File: config.mk
export PLATFORM = sky130hd
export DESIGN_NAME = btn_conditioner
export DESIGN_NICKNAME = d
export VERILOG_FILES = /design/src/rtl/tamagotchi_pkg.sv /design/src/rtl/btn_channel.sv /design/src/rtl/btn_conditioner.sv
export SDC_FILE = /design/constraint.sdc
export NUM_CORES = 1
export LEC_CHECK = 0
export BUFFER_PORTS_ARGS = -buffer_cell sky130_fd_sc_hd__buf_4
export CAP_MARGIN = 20
export CORE_ASPECT_RATIO = 1.75
export CORE_UTILIZATION = 40
export DETAILED_ROUTE_END_ITERATION = 8
export HOLD_SLACK_MARGIN = 0.1
export SYNTH_ARGS = -nofsm -noshare
export SYNTH_HDL_FRONTEND = slang
export SYNTH_HIERARCHICAL = 1
export SYNTH_SLANG_ARGS = --single-unit
File: constraint.sdc
create_clock -name clk -period 5.8 [get_ports clk]
set_input_delay 0.58 -clock clk [delete_from_list [all_inputs] [get_ports clk]]
set_output_delay 0.58 -clock clk [all_outputs]
set_load 0.05 [all_outputs]
File: src/rtl/tamagotchi_pkg.sv
// Shared constants for the tamagotchi input stage: button channel indices,
// the system clock rate and the default debounce/hold cycle counts.
package tamagotchi_pkg;

  localparam int BTN_SALUD = 0;
  localparam int BTN_ALI   = 1;
  localparam int BTN_RESET = 2;
  localparam int BTN_TEST  = 3;

  localparam int CLK_HZ        = 50_000_000;
  localparam int DEBOUNCE_20MS = CLK_HZ / 50;
  localparam int HOLD_5S       = CLK_HZ * 5;

  // Counter width able to hold values 0..limit-1, never narrower than 1 bit.
  function automatic int cntWidth(input int limit);
    int w;
    w = $clog2(limit);
    return (w < 1) ? 1 : w;
  endfunction

endpackage

File: src/rtl/btn_channel.sv
// One button channel: two-flop synchronizer, polarity normalization,
// counter debounce, press pulse and saturating long-press detector.
module btn_channel
  import tamagotchi_pkg::*;
#(
  parameter int DEBOUNCE_CYCLES = DEBOUNCE_20MS,
  parameter int HOLD_CYCLES     = HOLD_5S,
  parameter bit ACTIVE_LOW      = 1'b1
) (
  input  logic clk,
  input  logic rst_n,
  input  logic raw_i,
  output logic level_o,
  output logic press_o,
  output logic long_o
);

  localparam int CW = cntWidth(DEBOUNCE_CYCLES);
  localparam int HW = cntWidth(HOLD_CYCLES + 1);

  localparam logic [CW-1:0] DEB_LAST  = CW'(DEBOUNCE_CYCLES - 1);
  localparam logic [HW-1:0] HOLD_MAX  = HW'(HOLD_CYCLES);
  localparam logic [HW-1:0] HOLD_LAST = HW'(HOLD_CYCLES - 1);
  localparam logic          IDLE_RAW  = ACTIVE_LOW;

  logic          sync1_q, sync2_q;
  logic          norm;
  logic [CW-1:0] debCnt_q, debCnt_d;
  logic [HW-1:0] holdCnt_q, holdCnt_d;
  logic          level_q, level_d;
  logic          press_q, press_d;
  logic          long_q, long_d;

  // Sync flops reset to the released pin level so reset never looks like a press.
  always_ff @(posedge clk or negedge rst_n) begin
    if (!rst_n) begin
      sync1_q <= IDLE_RAW;
      sync2_q <= IDLE_RAW;
    end else begin
      sync1_q <= raw_i;
      sync2_q <= sync1_q;
    end
  end

  assign norm = sync2_q ^ IDLE_RAW;

  always_comb begin
    debCnt_d  = '0;
    level_d   = level_q;
    press_d   = 1'b0;
    holdCnt_d = holdCnt_q;
    long_d    = 1'b0;

    if (norm != level_q) begin
      if (debCnt_q == DEB_LAST) begin
        level_d = norm;
        press_d = norm;
      end else begin
        debCnt_d = debCnt_q + CW'(1);
      end
    end

    // Saturation at HOLD_MAX is what keeps long-press from repeating.
    if (!level_q) begin
      holdCnt_d = '0;
    end else if (holdCnt_q != HOLD_MAX) begin
      holdCnt_d = holdCnt_q + HW'(1);
      long_d    = (holdCnt_q == HOLD_LAST);
    end
  end

  always_ff @(posedge clk or negedge rst_n) begin
    if (!rst_n) begin
      debCnt_q  <= '0;
      holdCnt_q <= '0;
      level_q   <= 1'b0;
      press_q   <= 1'b0;
      long_q    <= 1'b0;
    end else begin
      debCnt_q  <= debCnt_d;
      holdCnt_q <= holdCnt_d;
      level_q   <= level_d;
      press_q   <= press_d;
      long_q    <= long_d;
    end
  end

  assign level_o = level_q;
  assign press_o = press_q;
  assign long_o  = long_q;

endmodule

File: src/rtl/btn_conditioner.sv
// Input stage for the tamagotchi FSM: N_BTN independent button channels,
// each producing a debounced level, a press pulse and a long-press pulse.
module btn_conditioner
  import tamagotchi_pkg::*;
#(
  parameter int N_BTN           = 4,
  parameter int DEBOUNCE_CYCLES = DEBOUNCE_20MS,
  parameter int HOLD_CYCLES     = HOLD_5S,
  parameter bit ACTIVE_LOW      = 1'b1
) (
  input  logic             clk,
  input  logic             rst_n,
  input  logic [N_BTN-1:0] btn_raw,
  output logic [N_BTN-1:0] btn_level,
  output logic [N_BTN-1:0] btn_press,
  output logic [N_BTN-1:0] long_press
);

  // Channels share nothing, so simultaneous presses pulse together.
  for (genvar g = 0; g < N_BTN; g++) begin : gen_channel
    btn_channel #(
      .DEBOUNCE_CYCLES(DEBOUNCE_CYCLES),
      .HOLD_CYCLES    (HOLD_CYCLES),
      .ACTIVE_LOW     (ACTIVE_LOW)
    ) u_channel (
      .clk    (clk),
      .rst_n  (rst_n),
      .raw_i  (btn_raw[g]),
      .level_o(btn_level[g]),
      .press_o(btn_press[g]),
      .long_o (long_press[g])
    );
  end

endmodule
==> results.py, run 1 <==
metrics = {
    "global_routing": {
        "grt_max_degree": 145,
        "grt_pass1_wl_um": 39900,
        "grt_overflow_total": 0,
        "grt_usage_pct": 17.2,
        "antenna_found_initial": 0,
        "grt_pass1_vias": 8429,
    },
    "sta": {
        "totalNegativeSetupSlack_ns": 0,
        "setup_viol": 0,
        "rsz0062_at_grt": "no",
        "final_hold_viol_count": 0,
        "max_freq_mhz": 455,
        "whs_ns": 0.168,
        "min_period_ns": 2.20,
        "finalClockSkew_ns": 0.0117,
        "fin_crit_sh_pct": 37.9,
        "drv_slew": 0,
        "slew_headroom_pct": 47.4,
        "worstMarginPinSlew_ns": 0.789,
    },
    "pwr": {
        "p_clk_share_pct": 47.6,
        "leakage_uw": 0.00466,
        "p_comb_share_pct": 1.9,
        "swShare_pct": 21.3,
        "netSwitchingPower_uw": 634,
        "p_int_uw": 2340,
        "power_frac_seq_pct": 50.5,
        "power_density_mw_per_mm2": 247,
        "ir_drop_v": 0.000200,
    },
    "cts": {
        "worstSkewPairLatency_ns": 0.52,
        "cts.path.max_buffers": 3,
        "cts_made_buffers": 22,
        "htree_levels": 1,
        "cts_sinks": 212,
        "clk_pin_slew_ns": 0.06,
        "cts.repair.resized": 0,
        "clockRootBuffer": "clkbuf_16",
        "cts_tree": "built",
    },
    "logic_synthesis": {
        "synthCells": 1117,
        "synth_cell_types": 53,
        "synth_seq_cells": 212,
        "ys_seq_area_share_pct": 48.9,
        "synth_warnings": 6,
        "syn-cell-area_mm2": 0.0109,
        "postSynthNetCount": 1135,
        "syn_area_per_cell_um2": 9.73,
        "synth_edf_count": 0,
        "synth-async-reset-ratio_pct": 100,
        "synth_flop_cell": "dfrtp_1",
    },
    "critical_path": {
        "crit_type": "reg2reg",
        "cpMostUsedCell": "or4_1",
        "start_kind": "flip-flop",
        "cp_cell_sequence": "ha_1, nand2_1, or4_1, or4_1, a21oi_1",
        "critical-path-max-stage-delay_ns": 0.66,
        "critPathMaxFanout": 7,
        "end_kind": "flip-flop",
        "cp.required_ns": 6.23,
        "slowest_stage": "or4_1",
        "arrival_ns": 2.63,
    },
    "detailed_routing": {
        "vias_per_cell": 5.56,
        "post_drt_wl_per_cell_um": 15.1,
        "routed_wl_um": 22000,
        "drc": 0,
        "drt_iter0_markers": 443,
        "antenna_left": 0,
        "vias": 8124,
        "drtPass1Iterations": 4,
    },
    "layout": {
        "mostFrequentLayoutCell": "dfrtp_1",
        "drive_gt1_share_pct": 8.00,
        "antenna_cells": 0,
        "nNetsFinal": 1139,
        "final_cell_mix": "204 x dfrtp_1, 132 x nor2_1, 79 x nand2_1, 78 x nand3_1, 68 x xor2_1",
        "fillCellCount": 2551,
        "area_growth_pct": 10.6,
    },
    "floorplanning": {
        "die_x_um": 127,
        "row_count": 79,
        "core_mm2": 0.0267,
        "die_h_um": 220,
        "io_pins": 18,
        "die_area_mm2": 0.0279,
        "start_util_pct": 40.7,
    },
    "place": {
        "place_hpwl_um": 14700,
        "port-buffer-count": 17,
        "gp_routability_congestion": 0.780,
    },
    "min_path": {
        "hp-class": "in2reg",
    },
    "job": {
        "drv_cap": 0,
    },
    "status": {
        "status": "complete, no violations",
    },
}
[synth_stat cells (19+ instances only)]
cell	n	share of area, %
a21oi_1	48	2.2
and3_1	34	2.0
clkbuf_1	36	1.2
dfrtp_1	204	47
inv_1	28	0.97
mux2i_1	19	1.7
nand2_1	79	2.7
nand3_1	78	3.6
nand4_1	46	2.6
nor2_1	132	4.6
nor3_1	26	1.2
nor4_1	38	2.2
o31ai_1	25	1.7
or3_1	20	1.2
or4_1	30	2.1
xnor2_1	46	3.7
xor2_1	68	5.5
[per-layer routing]
layer  wire length [um]  part of all wire [%]  track usage, %
met2              11500                    52            32.4
met4                481                   2.2            6.51
met5                  0                     0               0
met3                539                   2.4            2.04
met1               9510                    43            19.8
[area by class of cell]
class / count / area [um^2] / area share, %
clock buffers: 34 / 667 / 5.55
well taps: 324 / 405 / 3.37
multi-input cells: 834 / 5280 / 43.9
flip-flops and latches: 212 / 5320 / 44.2
repair buffers: 22 / 188 / 1.56
inverters: 29 / 109 / 0.906
clock inverters: 6 / 55.1 / 0.458
[state kept, by name, indices dropped and copies added (netlist names)]
name,cells
gen_channel.u_channel/press_o,4
gen_channel.u_channel/level_o,4
gen_channel.u_channel/sync2_q,4
gen_channel.u_channel/long_o,4
gen_channel.u_channel/holdCnt_q,112
gen_channel.u_channel/debCnt_q,80
gen_channel.u_channel/sync1_q,4
[kinds of logic after synthesis]
group / synth area share (%)
AND/OR/NAND/NOR: 29.2
flip-flops: 48.9
AO/OA/AOI/OAI: 7.09
XOR/XNOR: 9.19
buffers and inverters: 2.52
multiplexers: 1.75
adder cells (fa/ha/maj): 1.38
[per-stage QoR]
step,power [uW],worst slack [ns],utilization (%),instances,cell area (um^2)
floorplan,1540,3.81,-,1117,10900
global placement,1590,3.65,42.3,1420,11300
detailed placement,1590,3.61,42.3,1420,11300
CTS,3030,3.60,45.0,1461,12000
global route,3090,3.44,45.0,1461,12000
finish,2970,3.60,45.0,1461,12000
[timing repair]
item                                   in CTS  in global routing
endpoints found under the hold margin      66                  0
hold buffers                                1                  0
setup buffers                               0                  0
setup endpoints to repair                   0                  0
[power groups by stage]
stage | Sequential (uW) | Clock, uW | Combinational, uW
3_5_place_dp | 1530 | 0 | 59.2
6_report | 1500 | 1420 | 56.6
2_1_floorplan | 1530 | 0 | 18.1
3_3_place_gp | 1530 | 0 | 59.1
5_1_grt | 1500 | 1530 | 66.6
4_1_cts | 1500 | 1470 | 60.0
[critical path: cells and delay by family (launching register included)]
kind / cells / cell delay (ns)
AND/OR/NAND/NOR: 3 / 1.27
flip-flops: 1 / 0.41
adder cells (fa/ha/maj): 1 / 0.26
AO/OA/AOI/OAI: 1 / 0.18
[path summary, 6_finish.rpt]
kind / from / to / slack [ns] / depth (start not counted)
worst max-delay path: gen_channel[0].u_channel/holdCnt_q[1]$_DFFE_PN0P_ / gen_channel[0].u_channel/holdCnt_q[16]$_DFFE_PN0P_ / 3.60 / 5
worst min-delay path: btn_raw[0] / gen_channel[0].u_channel/sync1_q$_DFF_PN1_ / 0.17 / 1
worst max register to register: gen_channel[0].u_channel/holdCnt_q[1]$_DFFE_PN0P_ / gen_channel[0].u_channel/holdCnt_q[16]$_DFFE_PN0P_ / 3.60 / 5
worst min register to register: gen_channel[0].u_channel/sync1_q$_DFF_PN1_ / gen_channel[0].u_channel/sync2_q$_DFF_PN1_ / 0.35 / 0
max in group asynchronous: rst_n / gen_channel[1].u_channel/debCnt_q[17]$_DFF_PN0_ / 4.05 / 3
min in group asynchronous: rst_n / gen_channel[2].u_channel/holdCnt_q[1]$_DFFE_PN0P_ / 0.57 / 2
Power figures use the tool's default switching activity.
==> run 2, diff against run 1 <==
clock period = 1.8 ns   (was 5.8 ns; I/O delays follow)
==> run 2 against run 1 <==
Against the previous run:
- wire length rose by 10%
- clock power rose to 3.4 times the previous value
- maximum frequency is 25% higher
- worst hold slack got worse by 0.049 ns
- die area unchanged
- worst setup slack worse by 3.6 ns
- via count is 8.6% higher
- highest routed layer unchanged
==> results.py, run 2 (synthesized netlist as in run 1, its figures left out) <==
metrics = {
    "place": {
        "dpl_cell_area_mm2": 0.0124,
        "pre_cts_ws_ns": 0.000864,
        "place_hpwl_um": 17100,
        "place_inst": 1552,
        "gp_routability_congestion": 0.817,
        "port-buffer-count": 17,
    },
    "sta": {
        "slew_headroom_pct": 67.0,
        "max_freq_mhz": 568,
        "finalWorstSetupSlack_ns": 0.0405,
        "drv_slew": 0,
        "final_hold_viol_count": 0,
        "setup_viol": 0,
        "finalClockSkew_ns": 0.0127,
        "fin_crit_sh_pct": 97.7,
        "worstMarginPinSlew_ns": 0.491,
        "min_period_ns": 1.76,
        "rsz0062_at_grt": "yes",
    },
    "layout": {
        "fin_cells": 1604,
        "regMostFlops": "gen_channel.u_channel/holdCnt_q",
        "fillCellCount": 2502,
        "nNetsFinal": 1282,
        "final_cell_mix": "197 x dfrtp_1, 149 x buf_4, 131 x nor2_1, 77 x nand2_1, 71 x nand3_1",
        "largest_reg_flops": 112,
        "area_growth_pct": 24.0,
        "drive_gt1_share_pct": 22.3,
        "antenna_cells": 0,
        "largestRegisters": "gen_channel.u_channel/holdCnt_q (112), gen_channel.u_channel/debCnt_q (80)",
        "stdcell_area_mm2": 0.0135,
        "mostFrequentLayoutCell": "dfrtp_1",
    },
    "floorplanning": {
        "die_x_um": 127,
        "start_util_pct": 40.7,
        "core_mm2": 0.0267,
        "die_h_um": 220,
        "die_area_mm2": 0.0279,
        "io_pins": 18,
        "row_count": 79,
    },
    "pwr": {
        "p_clk_share_pct": 48.7,
        "finalPower_uw": 9880,
        "power_frac_seq_pct": 48.9,
        "swShare_pct": 21.0,
        "p_comb_share_pct": 2.4,
        "power_density_mw_per_mm2": 733,
        "netSwitchingPower_uw": 2080,
        "p_int_uw": 7800,
        "ir_drop_v": 0.000741,
        "leakage_uw": 0.00546,
    },
    "cts": {
        "cts_tree": "built",
        "htree_levels": 1,
        "worstSkewPairLatency_ns": 0.52,
        "cts_sinks": 212,
        "clockRootBuffer": "clkbuf_16",
        "cts.path.max_buffers": 3,
        "clk_pin_slew_ns": 0.06,
        "cts_made_buffers": 22,
    },
    "status": {
        "status": "complete, no violations",
    },
    "critical_path": {
        "cp.required_ns": 2.24,
        "critPathMaxFanout": 5,
        "cp_cell_sequence": "nand4_4, or4_4, or4_4, a21oi_2",
        "cpMostUsedCell": "or4_4",
        "crit_type": "reg2reg",
        "arrival_ns": 2.20,
        "rr_startpoint": "gen_channel[2].u_channel/holdCnt_q[3]$_DFFE_PN0P_",
        "crit_start": "gen_channel[2].u_channel/holdCnt_q[3]$_DFFE_PN0P_",
        "start_kind": "flip-flop",
        "slowest_stage": "or4_4",
        "end_kind": "flip-flop",
        "critical-path-max-stage-delay_ns": 0.60,
    },
    "detailed_routing": {
        "drtPass1Iterations": 4,
        "drt_iter0_markers": 313,
        "drc": 0,
        "antenna_left": 0,
        "routed_wl_um": 24300,
        "vias_per_cell": 5.50,
        "post_drt_wl_per_cell_um": 15.2,
        "vias": 8821,
    },
    "global_routing": {
        "antenna_found_initial": 0,
        "grt_pass1_vias": 9331,
        "grt_usage_pct": 18.5,
        "grt_pass1_wl_um": 42800,
        "grt_max_degree": 65,
        "grt_overflow_total": 0,
    },
    "job": {
        "drv_cap": 0,
    },
    "min_path": {
        "hp-class": "in2async",
    },
}
run 2: final timing paths:
kind / end / slack, ns / cells after the start
max: gen_channel[2].u_channel/holdCnt_q[16]$_DFFE_PN0P_ / 0.04 / 4
min: gen_channel[2].u_channel/holdCnt_q[0]$_DFFE_PN0P_ / 0.12 / 2
max reg2reg: gen_channel[2].u_channel/holdCnt_q[16]$_DFFE_PN0P_ / 0.04 / 4
min reg2reg: gen_channel[2].u_channel/sync2_q$_DFF_PN1_ / 0.35 / 0
max in group asynchronous: gen_channel[1].u_channel/sync1_q$_DFF_PN1_ / 0.99 / 3
min in group clk: gen_channel[2].u_channel/sync1_q$_DFF_PN1_ / 0.32 / 2
run 2: through the flow:
step	utilization [%]	hold slack, ns	setup TNS [ns]
after floorplan	-	-0.116	-0.176
after global placement	46.4	0.0628	0
after detailed placement	46.4	0.0650	0
after CTS	49.5	0.113	-0.00565
after global routing	50.5	0.129	-0.224
final	50.5	0.119	0
run 2: final cells by class:
class | instances | area [um^2] | area share (%)
Clock inverter | 5 | 75.1 | 0.557
Tap cell | 324 | 405 | 3.01
Timing Repair Buffer | 165 | 1360 | 10.1
Sequential cell | 212 | 5320 | 39.5
Clock buffer | 35 | 691 | 5.13
Multi-Input combinational cell | 834 | 5510 | 40.9
Inverter | 29 | 109 | 0.808
run 2: power groups by stage:
stage | Clock [uW] | Combinational [uW] | Sequential [uW]
5_1_grt | 5140 | 276 | 4830
4_1_cts | 4970 | 251 | 4830
3_5_place_dp | 0 | 240 | 4920
2_1_floorplan | 0 | 62.1 | 4920
6_report | 4810 | 238 | 4830
3_3_place_gp | 0 | 238 | 4920
run 2: metal layers:
| metal | track usage, % | wire, um | up-vias | part of all wire, % |
|---|---|---|---|---|
| met2 | 36.5 | 13500 | 107 | 56 |
| li1 | - | - | 4310 | - |
| met3 | 2.16 | 616 | 42 | 2.5 |
| met5 | 0 | 0 | - | 0 |
| met1 | 19.8 | 9590 | 4362 | 39 |
| met4 | 7.07 | 599 | 0 | 2.5 |
run 2: repair_timing:
action                     in CTS  in global routing
hold endpoints to repair      214                  0
pin swaps                       0                  8
setup endpoints to repair       5                 47
setup buffers                   0                  7
hold buffers                    5                  0
gates resized for setup         2                 49
run 2: critical path, delay by kind of cell (launching register included):
| family | cells | cell delay (ns) |
|---|---|---|
| flip-flops | 1 | 0.39 |
| AND/OR/NAND/NOR | 3 | 1.17 |
| AO/OA/AOI/OAI | 1 | 0.13 |
